### config.mk
export PLATFORM = sky130hd
export DESIGN_NAME = decoder_ifns_10di_serial
export DESIGN_NICKNAME = d
export VERILOG_FILES = /design/src/rtl/ifns_pkg.sv /design/src/rtl/ifns_weight_rom.sv /design/src/rtl/decoder_ifns_10di_serial.sv
export SDC_FILE = /design/constraint.sdc
export NUM_CORES = 1
export LEC_CHECK = 0
export CORE_ASPECT_RATIO = 0.6
export CORE_UTILIZATION = 25
export CTS_CLUSTER_SIZE = 16
export DETAILED_ROUTE_END_ITERATION = 8
export HOLD_SLACK_MARGIN = 0.02
export PLACE_DENSITY_LB_ADDON = 0.08
export SETUP_SLACK_MARGIN = 0.5
export SKIP_LAST_GASP = 1
export SLEW_MARGIN = 30
export SYNTH_ARGS = -nofsm -noshare
export SYNTH_HDL_FRONTEND = slang
export SYNTH_SLANG_ARGS = --single-unit
### constraint.sdc
create_clock -name clk -period 4.23 [get_ports clk]
set_clock_uncertainty 0.15 [all_clocks]
set_input_delay 0.423 -clock clk [delete_from_list [all_inputs] [get_ports clk]]
set_output_delay 0.423 -clock clk [all_outputs]
set_load 0.01 [all_outputs]
### src/rtl/ifns_pkg.sv
// Shared definitions for the 10-bit IFNS crosstalk-avoidance codec.
package ifns_pkg;

  localparam int CW_W   = 14;
  localparam int DATA_W = 10;
  localparam int ACC_W  = 11;
  localparam int IDX_W  = 4;

  // Decoded values above this limit do not fit in DATA_W and are flagged
  localparam int OVF_LIMIT = 1023;

  // Weight of each codeword bit, index 0 = d1 ... index 13 = d14
  localparam logic [DATA_W-1:0] IFNS_W [0:CW_W-1] = '{
    10'd1,  10'd1,  10'd2,   10'd3,   10'd5,   10'd8,   10'd13,
    10'd21, 10'd34, 10'd55,  10'd89,  10'd144, 10'd233, 10'd610
  };

  typedef enum logic [1:0] {
    ST_IDLE = 2'd0,
    ST_ACC  = 2'd1,
    ST_DONE = 2'd2
  } ifns_state_e;

endpackage

### src/rtl/ifns_weight_rom.sv
// Combinational lookup of the weight carried by codeword bit d(idx+1).
module ifns_weight_rom
  import ifns_pkg::*;
(
  input  logic [IDX_W-1:0]  idx_i,
  output logic [DATA_W-1:0] weight_o
);

  // Table lookup; indices beyond d14 carry no weight
  always_comb begin
    // NOTE: this is a constant table, not storage, so there is nothing to reset.
    if (idx_i <= IDX_W'(CW_W - 1)) weight_o = IFNS_W[idx_i];
    else                          weight_o = '0;
  end

endmodule

### src/rtl/decoder_ifns_10di_serial.sv
// Serial IFNS decoder: adds one codeword bit's weight per cycle, MSB first,
// with valid/ready handshakes on input and output.
module decoder_ifns_10di_serial
  import ifns_pkg::*;
(
  input  logic              clk,
  input  logic              rst,
  input  logic              in_valid,
  output logic              in_ready,
  input  logic [CW_W-1:0]   in_cw,
  output logic              out_valid,
  input  logic              out_ready,
  output logic [DATA_W-1:0] out_data,
  output logic              out_ovf,
  output logic              busy
);

  localparam logic [IDX_W-1:0] IDX_LAST = IDX_W'(CW_W - 1);

  ifns_state_e       state_q, state_d;
  logic [CW_W-1:0]   sreg_q,  sreg_d;
  logic [ACC_W-1:0]  acc_q,   acc_d;
  logic [IDX_W-1:0]  idx_q,   idx_d;
  logic [DATA_W-1:0] data_q,  data_d;
  logic              ovf_q,   ovf_d;

  logic [DATA_W-1:0] weight;
  logic [ACC_W-1:0]  addend;
  logic [ACC_W-1:0]  acc_sum;

  ifns_weight_rom u_rom (
    .idx_i    (idx_q),
    .weight_o (weight)
  );

  // Weight contributed by the bit currently at the top of the shift register
  assign addend  = sreg_q[CW_W-1] ? ACC_W'(weight) : '0;
  assign acc_sum = acc_q + addend;

  assign out_data = data_q;
  assign out_ovf  = ovf_q;

  // Next-state, datapath updates and handshake outputs
  always_comb begin
    // NOTE: every signal written here gets a default first, so no latch is inferred.
    state_d   = state_q;
    sreg_d    = sreg_q;
    acc_d     = acc_q;
    idx_d     = idx_q;
    data_d    = data_q;
    ovf_d     = ovf_q;
    in_ready  = 1'b0;
    out_valid = 1'b0;
    busy      = 1'b0;

    unique case (state_q)
      ST_IDLE: begin
        in_ready = 1'b1;
        if (in_valid) begin
          sreg_d  = in_cw;
          acc_d   = '0;
          idx_d   = IDX_LAST;
          state_d = ST_ACC;
        end
      end

      ST_ACC: begin
        busy   = 1'b1;
        acc_d  = acc_sum;
        sreg_d = {sreg_q[CW_W-2:0], 1'b0};
        if (idx_q == '0) begin
          // Last bit (d1) folded in: publish the result
          data_d  = acc_sum[DATA_W-1:0];
          ovf_d   = (acc_sum > ACC_W'(OVF_LIMIT));
          state_d = ST_DONE;
        end else begin
          idx_d = idx_q - IDX_W'(1);
        end
      end

      ST_DONE: begin
        out_valid = 1'b1;
        // A new codeword may enter on the same edge the result leaves
        in_ready  = out_ready;
        if (out_ready) begin
          if (in_valid) begin
            sreg_d  = in_cw;
            acc_d   = '0;
            idx_d   = IDX_LAST;
            state_d = ST_ACC;
          end else begin
            state_d = ST_IDLE;
          end
        end
      end

      default: state_d = ST_IDLE;
    endcase
  end

  // State and datapath registers, cleared asynchronously
  always_ff @(posedge clk or posedge rst) begin
    if (rst) begin
      state_q <= ST_IDLE;
      sreg_q  <= '0;
      acc_q   <= '0;
      idx_q   <= IDX_LAST;
      data_q  <= '0;
      ovf_q   <= 1'b0;
    end else begin
      // NOTE: non-blocking so every register updates from pre-edge values.
      state_q <= state_d;
      sreg_q  <= sreg_d;
      acc_q   <= acc_d;
      idx_q   <= idx_d;
      data_q  <= data_d;
      ovf_q   <= ovf_d;
    end
  end

endmodule

==> Word level (Yosys, flattened, before mapping) <==
Memory sizes are Yosys's and may differ from the RTL's.
Cells that the tools add are included.
{ "op_classes": {"n_addsub": 2, "n_lt_le_gt_ge": 3, "eq_ne": 6, "n_mux": 22, "bitwise_logic": 1, "n_reduce_logical": 7} }
{ "op_table": {"columns": ["operator", "count"], "rows": [
  ["$pmux 14 s3", 1],
  ["$mux 10", 4],
  ["$pmux 11 s3", 1],
  ["$mux 14", 2],
  ["$mux 11", 2],
  ["$mux 4", 3],
  ["$pmux 4 s3", 1],
  ["$add 11x10->11", 1],
  ["$gt 11x10->1 const B", 1],
  ["$ne 2x2->1 const B", 4],
  ["$mux 2", 3],
  ["$pmux 2 s3", 1],
  ["$reduce_and 3->1", 2],
  ["$ge 5x5->1 const B", 1],
  ["$not 4->5", 1],
  ["$le 4x4->1 const B", 1],
  ["$logic_not 4->1", 1],
  ["$reduce_and 2->1", 2],
  ["$sub 4x1->4 const B", 1],
  ["$mux 1", 3],
  ["$reduce_bool 3->1", 1],
  ["$eq 2x1->1 const B", 1],
  ["$eq 2x2->1 const B", 1],
  ["$logic_not 2->1", 1],
  ["$pmux 1 s2", 1]
]} }
{ "totals": {"ff_bits": 42, "mem_bits_ro": 160, "input_bits": 18, "output_inout_bits": 14, "word_cells": 48, "memories": 1} }
{ "mem_list": {"columns": ["name", "depth", "width", "rd", "rd_clocked_by_memory_dff", "write_ports", "line_no", "source"], "rows": [
  ["(no name shown)", 16, 10, 1, 0, 0, "ifns_weight_rom.sv:12", "if (idx_i <= IDX_W'(CW_W - 1)) weight_o = IFNS_W[idx_i];"]
]} }

==> Longest topological paths before layout <==
{ "logic_depth": {"ltp_word": 8, "mapped_depth": 13, "mapped_depth_nobuf": 13} }

==> Cells and area by module <==
From an unflattened synthesis, not the netlist that was laid out.
{ "unflattened": {"hier_cells": 286, "hier_area_um2": 2509.9} }
{ "by_module_without_submodules": {"columns": ["mod", "n_inst", "cells_per_inst", "area_per_inst_um2", "seq_area_each_um2"], "rows": [
  ["decoder_ifns_10di_serial", 1, 246, 2240.9, 1054.8],
  ["ifns_weight_rom", 1, 40, 269.0, 0.0]
]} }

==> Worst setup path before layout <==
No wires, ideal clock.
{ "synth_path": {"path_type": "reg2reg", "start": "register idx_q[0]", "end": "register ovf_q (netlist: out_ovf)", "setup_time_ps": 124, "t_arrival_ps": 3088, "required_time_ps": 3956, "slack_ps": 868, "stages_incl_launch_ff": 13, "n_path_buf": 0, "synth_period_minus_slack_ps": 3362, "path_cell_list": "dfstp_2 -> inv_1 -> ha_1 -> o31ai_1 -> nor2_1 -> ha_1 -> fa_1 -> a21o_2 -> a221oi_2 -> o21ai_2 -> a31oi_4 -> xnor2_1 -> o21ai_1"} }
{ "synth_via": {"elab_chain_len": 8, "word_cells_on_any_way": 11, "classes_between": "add/sub (1); order compare (2); mux (4); bitwise (1); reduce/logical (2); memory (1)"} }
{ "synth_lines": {"columns": ["item", "line_no", "source"], "rows": [
  ["start, declared", "decoder_ifns_10di_serial.sv:23", "logic [IDX_W-1:0] idx_q, idx_d;"],
  ["start signal, assigned", "decoder_ifns_10di_serial.sv:115", "idx_q <= idx_d;"],
  ["$not 4->5 (not written as such)", "ifns_weight_rom.sv:12", null],
  ["$mem_v2 16x10", null, null],
  ["$mux 10 (not written as such) (2 in series)", "ifns_weight_rom.sv:12", null],
  ["$mux 10", "ifns_weight_rom.sv:12", null],
  ["$mux 10", "decoder_ifns_10di_serial.sv:37", "assign addend = sreg_q[CW_W-1] ? ACC_W'(weight) : '0;"],
  ["$add 11x10->11", "decoder_ifns_10di_serial.sv:38", "assign acc_sum = acc_q + addend;"],
  ["$gt 11x10->1", "decoder_ifns_10di_serial.sv:74", "ovf_d = (acc_sum > ACC_W'(OVF_LIMIT));"],
  ["end signal, assigned", "decoder_ifns_10di_serial.sv:117", "ovf_q <= ovf_d;"],
  ["end, declared", "decoder_ifns_10di_serial.sv:25", "logic ovf_q, ovf_d;"]
]} }
Parallel ways exist; a longest one is shown, timed or not. The select of a mux whose other input is x is not followed.
A chain may end at the register's enable or synchronous reset.

==> Final worst setup path <==
Same ends and word-level chain as after synthesis.

==> summary.txt <==
Floorplanning
  • Die Width: 127 um
  • Initial Utilization: 0.266
  • # IOs: 32
  • Row cnt: 26
  • Core area: 8820 um2
  • Die Y: 77.1 um
  • Die ar.: 9790 um2

Critical path
  • R2R Path Start: idx_q[0]
  • CP startpoint kind: flip-flop
  • R2r endpoint: out_ovf
  • CP arrival: 3.47 ns
  • Critical path data required time: 4.23 ns
  • R2R Setup Slk: 0.76 ns
  • CP Class: flip-flop to flip-flop
  • Worst reg2reg path depth: 13
  • Critical Path Sink Type: flip-flop
  • Highest net fanout along the worst path: 8

STA
  • Final Cycle Share: 0.820
  • Final worst slack: 0.760 ns
  • Highest Clock Rate: 288 MHz
  • Max-slew violation count: 0
  • Worst Max-Slew Pin Slew: 0.668 ns
  • # setup viols final: 0
  • Final Hold Violating Endpoints: 0
  • Minimum clock period: 3.47 ns
  • RSZ-0062 raised after global routing: no
  • Setup TNS: 0 ns
  • Slew Limit Headroom: 0.554

Power and ir drop
  • Leak: 1.28 nW
  • Cell Pwr Density: 861 nW/um2
  • VDD IR max: 0.000346 V

Run status
  • Status: finished, final reports clean

Route
  • 1st-iter DRT viols: 91
  • WL final: 5650 um
  • Residual DRC count: 0
  • Total iterations of the first detailed-routing run: 4
  • Post-route ant nets: 0
  • DR vias: 1818
  • WL/cell: 13.7 um
  • Vias per cell: 4.41

Final layout
  • Final core utilization: 0.337
  • Layout overhead on the synthesized area: 26.5%
  • Share of post-route cells with drive strength above 1: 0.0874
  • Layout Nets: 321
  • Final std cells w/o fill: 412
  • Diodes inserted: 0
  • Fin area: 2970 um2

Logic synthesis
  • Flops & latches, synth: 42
  • Most common cell in the netlist: nand2_1
  • Syn_nets: 295
  • Leading area contributor after synthesis: dfrtp_1
  • Synthesized area: 2350 um2
  • Top cells by area, synth: dfrtp_1, ha_1, nand2_1, o21ai_0, nor2_1
  • Post-synth EDFFs: 0
  • Ys flop type: dfrtp_1
  • Yosys top cell area share: 0.416
  • Commonest cells in the netlist: nand2_1, dfrtp_1, o21ai_0
  • Asr flop ratio synth: 1.00
  • Total number of yosys warnings: 0
  • Library cells used by synthesis: 41
  • Post-Synthesis Cells: 259
  • Syn_area_per_cell: 9.06 um2
  • Register area share after synthesis: 0.449

GRT
  • Largest net degree at the start of global routing: 46
  • First-pass GRT wire length: 9630 um
  • Met3 usage: 0.0363
  • Initial antenna violation count: 0
  • Met2 GRT Util: 0.168
  • Gr busiest metal: met1
  • GRT Util Overall: 0.130
  • Overflow after GRT: 0
  • GR Util met1: 0.199
  • Number of global-route vias before repair: 1798

Run
  • Max-cap viol count: 0

Clocking
  • Worst skew pair latency: 0.29 ns
  • Clock Tree Root: clkbuf_16
  • Clock Path Buffers: 2
  • CTS tree: done
  • H-tree levels: 2
  • Clock Sinks: 42
  • CTS Buf Count: 5
  • CTS clk-pin slew, worst paths: 0.06 ns

Place
  • GP Congestion: 0.751
  • Cell count after placement: 404
  • IO buf count: 31
  • Post-placement worst setup slack: 0.485 ns
  • Placed cell area: 2770 um2
  • Post-DP HPWL: 3830 um

Hold path
  • Hold EP: out_data[2]
  • WHS Path Cells: 2
  • Hold Path Class: flip-flop to flip-flop
  • Hold path start: out_data[2]
stage by stage:
| step | total power, mW | hold WS (ns) |
|---|---|---|
| finish | 2.56 | 0.324 |
| detailed placement | 2.08 | 0.319 |
| CTS | 2.55 | 0.333 |
| global placement | 2.09 | 0.311 |
| floorplan | 1.68 | 0.326 |
| global route | 2.83 | 0.353 |
final cells by class:
class                           instances  area (um2)
Clock buffer                            5         125
Clock inverter                          3        40.0
Fill cell                             944        5850
Inverter                               10        37.5
Multi-Input combinational cell        193        1230
Sequential cell                        42        1050
Tap cell                              126         158
Timing Repair Buffer                   33         325
how the worst max path moves through the flow:
stage / startpoint / endpoint / slack [ns] / cells past startpoint
floorplan: idx_q[0] / out_ovf / 0.87 / 12
global placement: idx_q[0] / out_ovf / 0.56 / 12
detailed placement: idx_q[0] / out_ovf / 0.48 / 12
CTS: idx_q[0] / out_ovf / 0.60 / 12
global route: idx_q[0] / out_ovf / 0.55 / 13
finish: idx_q[0] / out_ovf / 0.76 / 13
worst max-delay path, cell delays in order, from the launching register on:
cell,delay [ns]
dfstp_2,0.61
inv_2,0.10
ha_1,0.32
inv_1,0.07
mux4_2,0.24
nor2_1,0.05
ha_1,0.22
fa_1,0.42
a21o_2,0.24
a221oi_4,0.34
o21ai_4,0.14
a31oi_4,0.22
xnor2_1,0.14
o21ai_1,0.07
kinds of logic (layout without fill, tap and decap cells):
family,count (synthesis),count (layout),share of synthesized area
compound gates,61,61,0.160
simple gates,97,97,0.176
mux,6,6,0.0325
xor+xnor,11,11,0.0410
buf+inv,24,51,0.0416
flops,42,42,0.449
fa+ha+maj,18,18,0.0991
state kept, by name (all words and copies together), names as in the netlist:
name / count
state_q: 2
acc_q: 11
idx_q: 4
out_data: 10
sreg_q: 14
out_ovf: 1
cells in the final DEF, fill, tap and decap left out, types with 3 or more instances in the layout:
master / Yosys / layout
xnor2_1: 6 / 6
clkdlybuf4s50_1: 0 / 31
xor2_1: 5 / 5
o21ai_0: 25 / 24
a21oi_1: 10 / 10
mux2_2: 3 / 3
nor2_1: 23 / 23
inv_1: 9 / 7
nand2_1: 52 / 51
dfstp_2: 3 / 3
clkbuf_16: 0 / 5
ha_1: 17 / 17
dfrtp_1: 39 / 39
a31oi_1: 13 / 13
nor2b_1: 4 / 4
nand3_1: 8 / 8
routing by layer:
layer,vias to the layer above,part of all wire
li1,933,-
met1,839,0.58
met2,39,0.36
met3,7,0.052
met4,0,0.015
met5,-,0
where the power goes:
part | total [mW] | switching (mW) | leakage, nW | internal (mW)
sequential | 0.753 | 0.148 | 0.504 | 0.605
clock | 0.443 | 0.167 | 0.0836 | 0.277
combinational | 1.36 | 0.780 | 0.693 | 0.583
what timing repair did:
action | 4_1_cts | 5_1_grt
setup buffers | 0 | 0
hold buffers | 0 | 0
gates resized for setup | 1 | 5
setup endpoints to repair | 2 | 5
Note: power is estimated with default switching activity, not from simulation.
